$ cat src/rtl/msrv32_imm_gen_pipe.sv
// RISC-V immediate generator with a 2-entry output FIFO.
// The immediate type comes from imm_type_in or from the opcode. Each entry stores {imm, type, illegal}.
module msrv32_imm_gen_pipe #(
    parameter int XLEN        = 32,
    parameter bit AUTO_DECODE = 1'b0
) (
    input  logic            ms_riscv32_mp_clk_in,
    input  logic            ms_riscv32_mp_rst_in,
    input  logic            flush_in,
    input  logic            in_valid_in,
    output logic            in_ready_out,
    input  logic [31:0]     instr_in,
    input  logic [2:0]      imm_type_in,
    output logic            out_valid_out,
    input  logic            out_ready_in,
    output logic [XLEN-1:0] imm_out,
    output logic [2:0]      imm_type_out,
    output logic            illegal_out
);
    localparam logic [2:0] TYPE_I    = 3'b000;
    localparam logic [2:0] TYPE_I_LD = 3'b001;
    localparam logic [2:0] TYPE_S    = 3'b010;
    localparam logic [2:0] TYPE_B    = 3'b011;
    localparam logic [2:0] TYPE_U    = 3'b100;
    localparam logic [2:0] TYPE_J    = 3'b101;
    localparam logic [2:0] TYPE_ZIMM = 3'b110;

    typedef struct packed {
        logic [XLEN-1:0] imm;
        logic [2:0]      typ;
        logic            illegal;
    } entry_t;

    logic [2:0]         typ_res;
    logic               illegal_res;
    logic signed [31:0] imm32;
    entry_t             entry_in;

    // NOTE: every signal written in always_comb gets a default first, so no latch is inferred.
    always_comb begin
        typ_res     = imm_type_in;
        illegal_res = 1'b0;
        if (AUTO_DECODE) begin
            case (instr_in[6:0])
                7'b0010011:             typ_res = TYPE_I;
                7'b0000011, 7'b1100111: typ_res = TYPE_I_LD;
                7'b0100011:             typ_res = TYPE_S;
                7'b1100011:             typ_res = TYPE_B;
                7'b0110111, 7'b0010111: typ_res = TYPE_U;
                7'b1101111:             typ_res = TYPE_J;
                7'b1110011:             typ_res = instr_in[14] ? TYPE_ZIMM : TYPE_I;
                default: begin
                    typ_res     = TYPE_I;
                    illegal_res = 1'b1;
                end
            endcase
        end
    end

    always_comb begin
        imm32 = {{20{instr_in[31]}}, instr_in[31:20]};
        case (typ_res)
            TYPE_S:    imm32 = {{20{instr_in[31]}}, instr_in[31:25], instr_in[11:7]};
            TYPE_B:    imm32 = {{20{instr_in[31]}}, instr_in[7], instr_in[30:25], instr_in[11:8], 1'b0};
            TYPE_U:    imm32 = {instr_in[31:12], 12'h000};
            TYPE_J:    imm32 = {{12{instr_in[31]}}, instr_in[19:12], instr_in[20], instr_in[30:21], 1'b0};
            TYPE_ZIMM: imm32 = {27'd0, instr_in[19:15]};
            default:   imm32 = {{20{instr_in[31]}}, instr_in[31:20]};
        endcase
        if (illegal_res) imm32 = '0;
    end

    // The signed cast widens imm32[31] up to XLEN-1. zimm has bit 31 clear, so it stays zero-extended.
    assign entry_in = '{imm: XLEN'(imm32), typ: typ_res, illegal: illegal_res};

    entry_t     mem [2];
    entry_t     head;
    logic [1:0] count;
    logic       wr_ptr, rd_ptr, last_ptr, primed;
    logic       push, pop;

    assign in_ready_out  = (count < 2'd2);
    assign out_valid_out = (count != 2'd0);
    assign push          = in_valid_in && in_ready_out;
    assign pop           = out_valid_out && out_ready_in;

    // NOTE: sequential state uses non-blocking assignments so every register samples pre-edge values.
    always_ff @(posedge ms_riscv32_mp_clk_in or negedge ms_riscv32_mp_rst_in) begin
        if (!ms_riscv32_mp_rst_in) begin
            count    <= 2'd0;
            wr_ptr   <= 1'b0;
            rd_ptr   <= 1'b0;
            last_ptr <= 1'b0;
            primed   <= 1'b0;
        end else begin
            // last_ptr remembers the most recent head, so it can be replayed while the FIFO is empty.
            if (count != 2'd0) last_ptr <= rd_ptr;
            if (flush_in) begin
                count  <= 2'd0;
                wr_ptr <= 1'b0;
                rd_ptr <= 1'b0;
            end else begin
                if (push) begin
                    wr_ptr <= ~wr_ptr;
                    primed <= 1'b1;
                end
                if (pop) rd_ptr <= ~rd_ptr;
                case ({push, pop})
                    2'b10:   count <= count + 2'd1;
                    2'b01:   count <= count - 2'd1;
                    default: count <= count;
                endcase
            end
        end
    end

    // NOTE: the storage array has no reset. Outputs are masked by primed until the first entry is written.
    always_ff @(posedge ms_riscv32_mp_clk_in) begin
        if (push && !flush_in) mem[wr_ptr] <= entry_in;
    end

    assign head         = mem[(count == 2'd0) ? last_ptr : rd_ptr];
    assign imm_out      = primed ? head.imm     : '0;
    assign imm_type_out = primed ? head.typ     : 3'b000;
    assign illegal_out  = primed ? head.illegal : 1'b0;

endmodule

$ cat config.mk
export PLATFORM = sky130hd
export DESIGN_NAME = msrv32_imm_gen_pipe
export DESIGN_NICKNAME = d
export VERILOG_FILES = /design/src/rtl/msrv32_imm_gen_pipe.sv
export SDC_FILE = /design/constraint.sdc
export NUM_CORES = 1
export LEC_CHECK = 0
export BUFFER_PORTS_ARGS = -buffer_cell sky130_fd_sc_hd__buf_2
export CAP_MARGIN = 20
export CORE_MARGIN = 3
export CORE_UTILIZATION = 56
export CTS_BUF_LIST = sky130_fd_sc_hd__clkbuf_8
export DETAILED_ROUTE_END_ITERATION = 10
export HOLD_SLACK_MARGIN = 0.06
export PLACE_DENSITY = 0.82
export RECOVER_POWER = 100
export SLEW_MARGIN = 20
export SYNTH_ARGS = -nofsm -noshare
export SYNTH_HDL_FRONTEND = slang
export SYNTH_SLANG_ARGS = --single-unit
$ cat constraint.sdc
create_clock -name ms_riscv32_mp_clk_in -period 3.3 [get_ports ms_riscv32_mp_clk_in]
set_input_delay 0.66 -clock ms_riscv32_mp_clk_in [delete_from_list [all_inputs] [get_ports ms_riscv32_mp_clk_in]]
set_output_delay 0.66 -clock ms_riscv32_mp_clk_in [all_outputs]
set_load 0.01 [all_outputs]
### After elaboration in Yosys (flattened, before gate mapping)

Memory sizes are Yosys's and may differ from the RTL's.
Cells that the tools add are included.

| storage, ports and cells | value |
|---|---|
| bits in registers | 6 |
| memory bits (writable) | 70 |
| bits of input ports | 40 |
| output and inout bits | 38 |
| word-level logic and storage cells | 42 |
| memories | 1 |

Memories:

| memory | depth | bits a word | read ports | clocked after Yosys merged registers in | write ports | line | source |
|---|---|---|---|---|---|---|---|
| mem | 2 | 35 | 1 | 0 | 1 | 76 | `entry_t mem [2];` |

| operators by class | value |
|---|---|
| add/sub/neg operators | 2 |
| $lt $le $gt $ge | 1 |
| equal/unequal tests | 7 |
| multiplexer cells | 13 |
| bitwise logic cells | 3 |
| reductions and logical operators | 10 |

Operators with widths:

| operator | count |
|---|---|
| $pmux 32 s5 | 1 |
| $mux 32 | 1 |
| $eq 3x3->1 const B | 3 |
| $mux 1 | 8 |
| $eq 3x2->1 const B | 2 |
| $reduce_bool 2->1 | 3 |
| $pmux 2 s2 | 1 |
| $logic_and 1x1->1 | 3 |
| $mux 3 | 1 |
| $not 1->1 | 3 |
| $reduce_bool 3->1 | 1 |
| $add 2x1->2 const B | 1 |
| $eq 2x1->1 const B | 1 |
| $eq 2x2->1 const B | 1 |
| $logic_not 2->1 | 1 |
| $lt 2x2->1 const B | 1 |
| $mux 2 | 1 |
| $reduce_and 2->1 | 1 |
| $sub 2x1->2 const B | 1 |
| $logic_not 1->1 | 1 |

### Logic depth before layout (Yosys ltp)

Gate-level depths: netlist of run 1.

| depth | value |
|---|---|
| depth after elaboration | 5 |
| gate-level depth with buffers | 6 |
| gate-level depth less buffers | 3 |

### Worst setup path before layout of run 1

No wires, ideal clock.

| timing | value |
|---|---|
| path type | input to register |
| start point | input in_valid_in |
| end point | memory mem[0][0] in the netlist's numbering, enable pin |
| library setup time | 0.431 ns |
| arrival | 2.643 ns |
| data required time | 2.869 ns |
| setup slack | 0.226 ns |
| cell stages on the path | 3 |
| path buffers | 0 |
| path through | nor2b_1 nor2b_1 nor2b_1 |

| on the way | value |
|---|---|
| longest elaborated chain between the ends | 4 |

Ends and longest elaborated chain:

| element | line | source |
|---|---|---|
| from (decl) | 10 | `input logic in_valid_in,` |
| $logic_and 1x1->1 | 84 | `assign push = in_valid_in && in_ready_out;` |
| $logic_and 1x1->1 | 119 | `if (push && !flush_in) mem[wr_ptr] <= entry_in;` |
| $mux 1 | 119 |  |
| $mux 1 (implied by the code) | 119 |  |
| to (decl) | 76 |  |

No other way between the ends.

### Worst setup path in the final report of run 1

| timing | value |
|---|---|
| start point | register count[1] |
| end point | memory mem[0][29] in the netlist's numbering, enable pin |

| on the way | value |
|---|---|
| longest elaborated chain between the ends | 5 |

Ends and longest elaborated chain:

| element | line | source |
|---|---|---|
| from (decl) | 78 | `logic [1:0] count;` |
| from (signal assigned) | 109 | `2'b10: count <= count + 2'd1;` |
| from (signal assigned) | 110 | `2'b01: count <= count - 2'd1;` |
| from (signal assigned) | 111 | `default: count <= count;` |
| $lt 2x2->1 | 82 | `assign in_ready_out = (count < 2'd2);` |
| $logic_and 1x1->1 | 84 |  |
| $logic_and 1x1->1 | 119 |  |
| $mux 1 | 119 |  |
| $mux 1 (implied by the code) | 119 |  |

No other way between the ends.

==> flow_metrics.env, run 1 <==
export IMPL_ys_seq_elements=76
export IMPL_critPathMostFrequentCell="nor2b_1"
export IMPL_crit_type="flop to flop"
export IMPL_cts_root_buffer="clkbuf_8"
export IMPL_cts_made_buffers=9
export IMPL_drv_cap=1
export IMPL_rsz0062_at_grt="no"
export IMPL_die_x_um=85.60
export IMPL_synth_edff_count=70
export IMPL_cts_path_max_buffers=2
export IMPL_syn_avg_cell_area_um2=12.41
export IMPL_tightest_slew_ns=1.726
export IMPL_drive_above_1_share_pct=13.52
export IMPL_final_min_clock_period_ns=2.838
export IMPL_routed_wl_um=6582
export IMPL_nFillCells=490
export IMPL_final_cell_mix="83 x nand2_1, 70 x edfxtp_1, 42 x clkbuf_1, 37 x mux2i_1, 29 x buf_2"
export IMPL_failed_checks="capacitance limit, slew limit"
export IMPL_cts_tree="built"
export IMPL_postCtsHoldBufs=0
export IMPL_fin_setup_tns_ns=0
export IMPL_num_vias=2301
export IMPL_area_growth_pct=13.43
export IMPL_final_common_cell="nand2_1"
export IMPL_wl_met3_um=467
export IMPL_die_y_um=85.60
export IMPL_cp_data_arrival_time_ns=2.88
export IMPL_outcome="complete, but fails checks"
export IMPL_r2r_end="mem[0][29]$_DFFE_PP_"
export IMPL_cp_end_kind="flop"
export IMPL_antenna_found_initial=0
export IMPL_synth_cell_types=32
export IMPL_place_port_buffers=69
export IMPL_drtIter0Drc=155
export IMPL_maxSlewViolCount=18
export IMPL_ant_nets=0
export IMPL_power_density_nw_per_um2=517.7
export IMPL_met1_length_um=2745
export IMPL_grt_max_degree=72
export IMPL_coreArea_um2=6026
export IMPL_clock_fmax_mhz=352.3
export IMPL_clk_latency_ns=0.34
export IMPL_cts_max_level=3
export IMPL_pin_count=78
export IMPL_p_leak_uw=0.001905
export IMPL_clkSinkCount=76
export IMPL_setup_viol=0
export IMPL_holdCritPathClass="input pin to async pin"
export IMPL_rr_startpoint="count[1]$_DFFE_PN0P_"
export IMPL_antennaDiodeCount=0
export IMPL_grt_usage_pct=18.42
export IMPL_path_clk_slew_ns=0.07
export IMPL_wl_per_cell_um=15.31
export IMPL_die_area_um2=7327
export IMPL_cp_max_fo=18
export IMPL_final_hold_violation_count=0
export IMPL_start_util_pct=58.89
export IMPL_syn_num_nets=326
export IMPL_worst_path_largest_cell_delay_ns=1.33
export IMPL_cp_data_required_time_ns=3.34
export IMPL_drcViolationCount=0
export IMPL_grt_pass1_wl_um=10180
export IMPL_ys_seq_area_share_pct=63.47
export IMPL_fp_row_count=28
export IMPL_vias_per_cell=5.351
export IMPL_hpwlAfterDp_um=4425
export IMPL_post_cts_resized=0
export IMPL_ir_worst_vdd_v=0.0003348
export IMPL_critical_path_cell_chain="nor2b_1 -> nor2b_1 -> nor2b_1 -> buf_12"
export IMPL_grt_ovfl_total=0
export IMPL_r2r_cells=4
export IMPL_worst_slack_ns=0.4615
export IMPL_cts_setup_buffers=0
export IMPL_ys_flop_type="edfxtp_1"
export IMPL_r2r_slack_ns=0.46
export IMPL_pre_cts_ws_ns=0.9522
export IMPL_fin_crit_sh_pct=86.01
export IMPL_syn_area_um2=3548
export IMPL_synthCells=286
export IMPL_met2_length_um=3253
export IMPL_yosys_warnings=0
export IMPL_slew_headroom_pct=-15.28
export IMPL_grt_pass1_vias=2186
export IMPL_cp_start_kind="flop"
export IMPL_crit_slowest_cell="nor2b_1"
export IMPL_drtPass1Iterations=4
export IMPL_async_flop_share_pct=7.895
export IMPL_fin_nets=390
export IMPL_highest_layer="met4"
export IMPL_gp_congestion=0.7889
export IMPL_fin_skew_ns=0.006845
## per-stage QoR
step                cells  util [%]  power [uW]  cell area, um^2  hold WS, ns
finish                430     66.80        2084             4025       0.1759
global route          430     66.80        2162             4025       0.1897
detailed placement    414     64.87        1466             3909       0.4887
CTS                   430     67.94        2114             4094       0.1149
floorplan             286         -        1360             3548       0.3644
global placement      414     64.87        1458             3909       0.4847
## worst max path at each step
| stage | start | endpoint | cells after the start |
|---|---|---|---|
| finish | count[1]$_DFFE_PN0P_ | mem[0][29]$_DFFE_PP_ | 4 |
| global route | count[1]$_DFFE_PN0P_ | mem[0][29]$_DFFE_PP_ | 4 |
| CTS | count[1]$_DFFE_PN0P_ | imm_out[31] | 5 |
| detailed placement | in_valid_in | mem[0][32]$_DFFE_PP_ | 5 |
| global placement | in_valid_in | mem[0][23]$_DFFE_PP_ | 5 |
| floorplan | in_valid_in | mem[0][0]$_DFFE_PP_ | 3 |
## final cells by class
| type | instances | area [um^2] | area share, % |
|---|---|---|---|
| inverter | 6 | 22.52 | 0.5595 |
| multi-input combinational | 184 | 1125 | 27.95 |
| clock buffer | 9 | 123.9 | 3.077 |
| clock inverter | 7 | 61.31 | 1.523 |
| tap | 75 | 93.84 | 2.331 |
| sequential | 76 | 2256 | 56.05 |
| timing repair buffer | 73 | 342.8 | 8.517 |
## power by group
part | switching [uW] | internal [uW]
clock | 317 | 341
sequential | 13.6 | 1110
combinational | 182 | 122
## kinds of logic (layout without fill, tap and decap cells)
family,after synthesis,count (layout),synth area share (%)
and+or+nand+nor,107,107,12.66
xor gates and xnor gates,3,3,0.7406
buffers and inverters,26,95,5.007
other,1,1,0.1057
DFF,76,76,63.47
muxes,38,38,10.72
AOI/OAI and AO/OA,35,35,7.299
## per-layer routing
layer / vias up / GRT usage, %
met5: - / 0
met4: 0 / 8.777
met3: 9 / 4.323
met2: 79 / 30.30
met1: 1083 / 23.08
li1: 1130 / -
## synth_stat cells (all sizes together) (2+ instances only)
master    n  area share, %
mux2i    38             11
nand2    83            8.8
xor2      2           0.49
dfrtp     6            4.2
inv       6           0.63
and2      8            1.4
edfxtp   70             59
buf      11            3.4
o21ai     7           0.99
a21o     11            2.3
a22o      5            1.2
nor2b     4           0.71
nand3     2           0.28
a21oi     3           0.42
clkbuf    9           0.95
nor2      6           0.71
o2bb2ai   4           0.99
## critical path, delay by kind of cell, from the launching register on
family | cells | cell delay (ns)
flip-flops | 1 | 0.42
AND/OR/NAND/NOR | 3 | 1.84
buffers and inverters | 1 | 0.27
## sequential cells by signal, indices dropped and copies added, names as in the netlist
register,flops
primed,1
count,2
last_ptr,1
mem,70
rd_ptr,1
wr_ptr,1
Power figures use the tool's default switching activity.
==> inputs of run 2 (changes only) <==
--- a/config.mk
+++ b/config.mk
@@ -5,6 +5,7 @@
 export SDC_FILE = /design/constraint.sdc
 export NUM_CORES = 1
 export LEC_CHECK = 0
+export ABC_AREA = 1
 export BUFFER_PORTS_ARGS = -buffer_cell sky130_fd_sc_hd__buf_2
 export CAP_MARGIN = 20
 export CORE_MARGIN = 3
==> flow_metrics.env, run 2 <==
export IMPL_final_min_clock_period_ns=2.786
export IMPL_largest_reg_flops=70
export IMPL_die_area_um2=7118
export IMPL_ys_flop_type="edfxtp_1"
export IMPL_drtPass1Iterations=4
export IMPL_antenna_found_initial=0
export IMPL_antennaDiodeCount=0
export IMPL_cp_start_kind="flop"
export IMPL_crit_type="flop to flop"
export IMPL_crit_slowest_cell="nor2_1"
export IMPL_synth_top_family_by_area="simple AND/OR/NAND/NOR gates"
export IMPL_grt_ovfl_total=0
export IMPL_r2r_end="mem[0][1]$_DFFE_PP_"
export IMPL_rsz0062_at_grt="no"
export IMPL_clk_latency_ns=0.33
export IMPL_vias_per_cell=5.267
export IMPL_grt_max_degree=37
export IMPL_drtIter0Drc=163
export IMPL_synth_largest_area_cell="edfxtp_1"
export IMPL_grt_pass1_wl_um=12060
export IMPL_drive_above_1_share_pct=21.85
export IMPL_final_common_cell="edfxtp_1"
export IMPL_path_clk_slew_ns=0.08
export IMPL_path_delay_family="simple AND/OR/NAND/NOR gates"
export IMPL_die_x_um=84.37
export IMPL_synth_xor_area_share_pct=0
export IMPL_ant_nets=0
export IMPL_power_density_nw_per_um2=694.2
export IMPL_ys_seq_area_share_pct=65.48
export IMPL_slew_headroom_pct=24.08
export IMPL_cts_max_level=3
export IMPL_setup_viol=0
export IMPL_syn_area_um2=3440
export IMPL_cts_made_buffers=9
export IMPL_synth_common_cells="70 x edfxtp_1, 54 x nor2_1, 42 x nand2_1, 40 x o21ai_0, 30 x nor2_2"
export IMPL_synth_edff_count=70
export IMPL_worst_path_largest_cell_delay_ns=0.88
export IMPL_cp_max_fo=23
export IMPL_yosys_area_share_simple_pct=19.43
export IMPL_holdCritPathClass="input pin to async pin"
export IMPL_fp_row_count=27
export IMPL_critical_path_cell_chain="nor2_1 -> nand2_1 -> nor2_1 -> clkbuf_2"
export IMPL_final_hold_violation_count=0
export IMPL_outcome="finished, final reports clean"
export IMPL_fin_crit_sh_pct=84.43
export IMPL_cp_data_arrival_time_ns=2.76
export IMPL_yosys_warnings=0
export IMPL_async_flop_share_pct=7.895
export IMPL_ys_seq_elements=76
export IMPL_synth_compound_area_share_pct=8.876
export IMPL_clock_fmax_mhz=358.9
export IMPL_post_cts_resized=0
export IMPL_r2r_cells=4
export IMPL_cp_data_required_time_ns=3.27
export IMPL_r2r_slack_ns=0.51
export IMPL_pre_cts_ws_ns=0.9771
export IMPL_grt_pass1_vias=2524
export IMPL_dp_cells=445
export IMPL_num_vias=2428
export IMPL_coreArea_um2=5709
export IMPL_synth_top_area_share_pct=61.11
export IMPL_critPathMostFrequentCell="nor2_1"
export IMPL_synth_cell_types=27
export IMPL_cts_path_max_buffers=2
export IMPL_pin_count=78
export IMPL_synthMuxAreaShare_pct=0
export IMPL_start_util_pct=60.25
export IMPL_die_y_um=84.37
export IMPL_cts_setup_buffers=0
export IMPL_drv_cap=0
export IMPL_cts_root_buffer="clkbuf_8"
export IMPL_regMostFlops="mem"
export IMPL_wl_per_cell_um=15.49
export IMPL_postCtsHoldBufs=0
export IMPL_gp_congestion=0.7957
export IMPL_fin_util_pct=68.62
export IMPL_maxSlewViolCount=0
export IMPL_fin_setup_tns_ns=0
export IMPL_worst_slack_ns=0.5137
export IMPL_fin_skew_ns=0.005802
export IMPL_layoutNonFillerInstCount=461
export IMPL_fin_nets=424
export IMPL_grt_usage_pct=21.63
export IMPL_routed_wl_um=7142
export IMPL_tightest_slew_ns=1.135
export IMPL_ir_worst_vdd_v=0.0004967
export IMPL_cp_end_kind="flop"
export IMPL_reg_largest_list="mem x70, count x2"
export IMPL_area_growth_pct=13.90
export IMPL_final_cell_mix="70 x edfxtp_1, 53 x nor2_1, 46 x nand2_1, 41 x o21ai_0, 38 x clkbuf_1"
export IMPL_yosysMostFrequentCell="edfxtp_1"
export IMPL_synthCells=312
export IMPL_syn_num_nets=352
export IMPL_p_leak_uw=0.001538
export IMPL_path_buf_inv=1
export IMPL_syn_avg_cell_area_um2=11.02
export IMPL_rr_startpoint="count[1]$_DFFE_PN0P_"
export IMPL_synth_area_leaders="edfxtp_1 61%, nor2_1 5.9%, o21ai_0 5.8%, nor2_2 5.5%, nand2_1 4.6%"
export IMPL_cts_tree="built"
export IMPL_place_port_buffers=69
export IMPL_clkSinkCount=76
export IMPL_synth_adder_area_share_pct=0
export IMPL_hpwlAfterDp_um=4676
export IMPL_drcViolationCount=0
==> run 2: cell count changes in the layout (fill, tap and decap cells not counted), sizes merged, moves of 11 or more <==
cell,delta
nand2,-35
a21o,-11
mux2i,-38
o21ai,+42
inv,+19
nor2,+79
==> run 2: per-layer routing <==
metal / track usage, % / routed length [um] / up-vias
met5: 0 / 0 / -
met4: 6.619 / 85 / 0
met3: 6.084 / 461 / 7
met2: 36.08 / 3570 / 86
met1: 27.70 / 3023 / 1141
li1: - / - / 1194
==> run 2: kinds of logic (layout without fill, tap and decap cells) <==
family / Yosys count / after routing
flops: 76 / 76
simple gates: 141 / 141
buf+inv: 37 / 114
compound gates: 57 / 57
other cells: 1 / 1
==> run 2: layout make-up <==
cell class              instances  area (um^2)
flip-flops and latches         76         2252
fillers                       444         1792
multi-input cells             199        960.9
repair buffers                 72        315.3
clock buffers                  10        137.6
inverters                      26        105.1
well taps                      72        90.09
clock inverters                 6        56.30
==> run 2: report_power, final <==
group          leakage (uW)  total, uW  switching, uW  internal [uW]
registers          0.000721       1150           22.5           1130
clock network      0.000103        688            325            363
logic              0.000714        881            627            254
total               0.00154       2720            974           1750
==> run 2: worst max-delay path by stage <==
stage	start	end	slack, ns	cells past startpoint
final	count[1]$_DFFE_PN0P_	mem[0][1]$_DFFE_PP_	0.51	4
after global routing	count[1]$_DFFE_PN0P_	mem[0][20]$_DFFE_PP_	0.31	4
after CTS	count[0]$_DFFE_PN0P_	imm_out[24]	0.73	8
after detailed placement	in_valid_in	mem[0][4]$_DFFE_PP_	0.98	6
after global placement	in_valid_in	mem[0][4]$_DFFE_PP_	1.03	6
after floorplan	in_valid_in	mem[0][0]$_DFFE_PP_	0.38	4
==> run 2: through the flow <==
step	total power, uW	hold WS [ns]	instance area [um^2]
after floorplan	1880	0.3644	3440
after global placement	2097	0.4907	3807
after detailed placement	2121	0.4916	3807
after CTS	2799	0.1233	4001
after global routing	2900	0.1709	3918
final	2720	0.1805	3918
==> run 2: worst reg2reg max path, delay by kind of cell (launching register included) <==
family                 cells  cell delay [ns]
AND/OR/NAND/NOR            3             1.32
buffers and inverters      1             0.66
flip-flops                 1             0.44
==> inputs of run 3 (changes only) <==
--- a/config.mk
+++ b/config.mk
@@ -9,11 +9,11 @@
 export BUFFER_PORTS_ARGS = -buffer_cell sky130_fd_sc_hd__buf_2
 export CAP_MARGIN = 20
 export CORE_MARGIN = 3
-export CORE_UTILIZATION = 56
+export CORE_UTILIZATION = 50
 export CTS_BUF_LIST = sky130_fd_sc_hd__clkbuf_8
 export DETAILED_ROUTE_END_ITERATION = 10
 export HOLD_SLACK_MARGIN = 0.06
-export PLACE_DENSITY = 0.82
+export PLACE_DENSITY = 0.78
 export RECOVER_POWER = 100
 export SLEW_MARGIN = 20
 export SYNTH_ARGS = -nofsm -noshare
==> constraint.sdc (replaced) <==
create_clock -name ms_riscv32_mp_clk_in -period 2.3 [get_ports ms_riscv32_mp_clk_in]
set_input_delay 0.46 -clock ms_riscv32_mp_clk_in [delete_from_list [all_inputs] [get_ports ms_riscv32_mp_clk_in]]
set_output_delay 0.46 -clock ms_riscv32_mp_clk_in [all_outputs]
set_load 0.01 [all_outputs]
==> flow_metrics.env, run 3 (synthesized netlist as in run 2, its figures left out) <==
export IMPL_cp_data_required_time_ns=1.84
export IMPL_r2r_end="mem[0][25]$_DFFE_PP_"
export IMPL_clkSinkCount=76
export IMPL_pin_count=78
export IMPL_coreArea_um2=6495
export IMPL_cts_tree="built"
export IMPL_die_x_um=88.94
export IMPL_crit_type="flop to output pin"
export IMPL_cp_end_kind="output pin"
export IMPL_grt_max_degree=38
export IMPL_cp_start_kind="flop"
export IMPL_power_density_nw_per_um2=1006
export IMPL_drtPass1Iterations=4
export IMPL_rr_startpoint="count[1]$_DFFE_PN0P_"
export IMPL_final_hold_violation_count=0
export IMPL_place_port_buffers=69
export IMPL_dp_cells=452
export IMPL_cts_setup_buffers=0
export IMPL_antennaDiodeCount=0
export IMPL_fin_crit_sh_pct=95.40
export IMPL_antenna_found_initial=0
export IMPL_rsz0062_at_grt="no"
export IMPL_grt_pass1_wl_um=11300
export IMPL_layoutNonFillerInstCount=473
export IMPL_path_clk_slew_ns=0.08
export IMPL_drtIter0Drc=205
export IMPL_final_cell_mix="70 x edfxtp_1, 65 x nor2_1, 50 x buf_2, 44 x nand2_1, 40 x o21ai_0"
export IMPL_start_util_pct=52.96
export IMPL_r2r_slack_ns=0.64
export IMPL_final_common_cell="edfxtp_1"
export IMPL_final_min_clock_period_ns=2.194
export IMPL_ant_nets=0
export IMPL_ir_worst_vdd_v=0.0004729
export IMPL_gp_congestion=0.8439
export IMPL_cts_made_buffers=9
export IMPL_cts_root_buffer="clkbuf_8"
export IMPL_min_path_cells=3
export IMPL_routed_wl_um=7588
export IMPL_fin_setup_tns_ns=0
export IMPL_drive_above_1_share_pct=28.79
export IMPL_cts_max_level=3
export IMPL_fin_skew_ns=0.008601
export IMPL_regMostFlops="mem"
export IMPL_worst_path_largest_cell_delay_ns=0.46
export IMPL_grt_usage_pct=19.40
export IMPL_hold_start="instr_in[14]"
export IMPL_cp_max_fo=18
export IMPL_clock_fmax_mhz=455.7
export IMPL_clk_latency_ns=0.34
export IMPL_grt_pass1_vias=2361
export IMPL_critPathMostFrequentCell="nor2_1"
export IMPL_die_y_um=88.94
export IMPL_wl_per_cell_um=16.04
export IMPL_die_area_um2=7910
export IMPL_cts_path_max_buffers=2
export IMPL_setup_viol=0
export IMPL_area_growth_pct=18.12
export IMPL_fin_nets=431
export IMPL_vias_per_cell=5.171
export IMPL_outcome="finished, final reports clean"
export IMPL_drv_cap=0
export IMPL_holdCritPathClass="input pin to flop"
export IMPL_nFillCells=513
export IMPL_num_vias=2446
export IMPL_p_leak_uw=0.001667
export IMPL_drcViolationCount=0
export IMPL_hpwlAfterDp_um=4696
export IMPL_cp_data_arrival_time_ns=1.73
export IMPL_fp_row_count=29
export IMPL_crit_slowest_cell="dfrtp_2"
export IMPL_maxSlewViolCount=0
export IMPL_reg_largest_list="mem x70, count x2"
export IMPL_r2r_cells=4
export IMPL_largest_reg_flops=70
export IMPL_grt_ovfl_total=0
export IMPL_critical_path_cell_chain="nor2_4 -> nand2_4 -> nand2_8 -> clkinv_16 -> nor2_1 -> nor2_1 -> buf_2"
export IMPL_holdPathEnd="mem[0][17]$_DFFE_PP_"
run 3: worst max path at each step:
stage,start,end,slack (ns),cells past startpoint
final,count[1]$_DFFE_PN0P_,imm_out[18],0.11,7
after global routing,count[1]$_DFFE_PN0P_,imm_out[7],0.007,7
after CTS,count[0]$_DFFE_PN0P_,imm_type_out[0],0.01,8
after detailed placement,count[0]$_DFFE_PN0P_,imm_out[31],0.28,8
after global placement,count[0]$_DFFE_PN0P_,imm_out[31],0.33,8
after floorplan,in_valid_in,mem[0][0]$_DFFE_PP_,0.15,4
run 3: layer usage:
metal | part of all wire, % | wire (um) | track usage (%) | up-vias
met1 | 44 | 3335 | 25.08 | 1140
li1 | - | - | - | 1214
met4 | 1.9 | 141 | 8.254 | 0
met2 | 48 | 3654 | 31.04 | 80
met3 | 6.0 | 457 | 5.346 | 12
met5 | 0 | 0 | 0 | -
run 3: per-stage QoR:
step / hold WS, ns / cell area [um^2] / utilization (%) / power, uW / setup WS (ns)
2_1_floorplan: 0.1644 / 3445 / - / 2698 / 0.1522
3_3_place_gp: 0.2927 / 3841 / 59.14 / 3030 / 0.3298
5_1_grt: 0.4024 / 4063 / 62.55 / 4319 / 0.007211
6_report: 0.4087 / 4063 / 62.55 / 4088 / 0.1057
3_5_place_dp: 0.2971 / 3841 / 59.14 / 3061 / 0.2836
4_1_cts: 0.3599 / 4054 / 62.42 / 4049 / 0.01460
run 3: cell type report:
class | count | area, um^2 | area share, %
Sequential cell | 76 | 2253 | 55.47
Multi-Input combinational cell | 202 | 993.5 | 24.45
Timing Repair Buffer | 75 | 396.6 | 9.763
Clock buffer | 9 | 123.9 | 3.049
Inverter | 26 | 123.9 | 3.049
Tap cell | 77 | 96.34 | 2.371
Clock inverter | 7 | 58.81 | 1.447
Timing Repair inverter | 1 | 16.27 | 0.4004
run 3: timing repair:
action                                  in CTS  in global routing
endpoints found under the setup margin      35                 35
gates cloned                                 1                  3
gates resized for setup                      3                  5
endpoints found under the hold margin        6                  0
pin swaps                                    1                  1
hold buffers                                 1                  0
run 3: worst max-delay path: cells and delay by family, from the launching register on:
kind	cells	cell delay, ns
buffers and inverters	2	0.25
flip-flops	1	0.46
AND/OR/NAND/NOR	5	0.67
run 3: power breakdown:
part	total, uW	internal [uW]	switching [uW]
sequential	1650	1620	33.7
clock	954	486	468
combinational	1480	479	1000
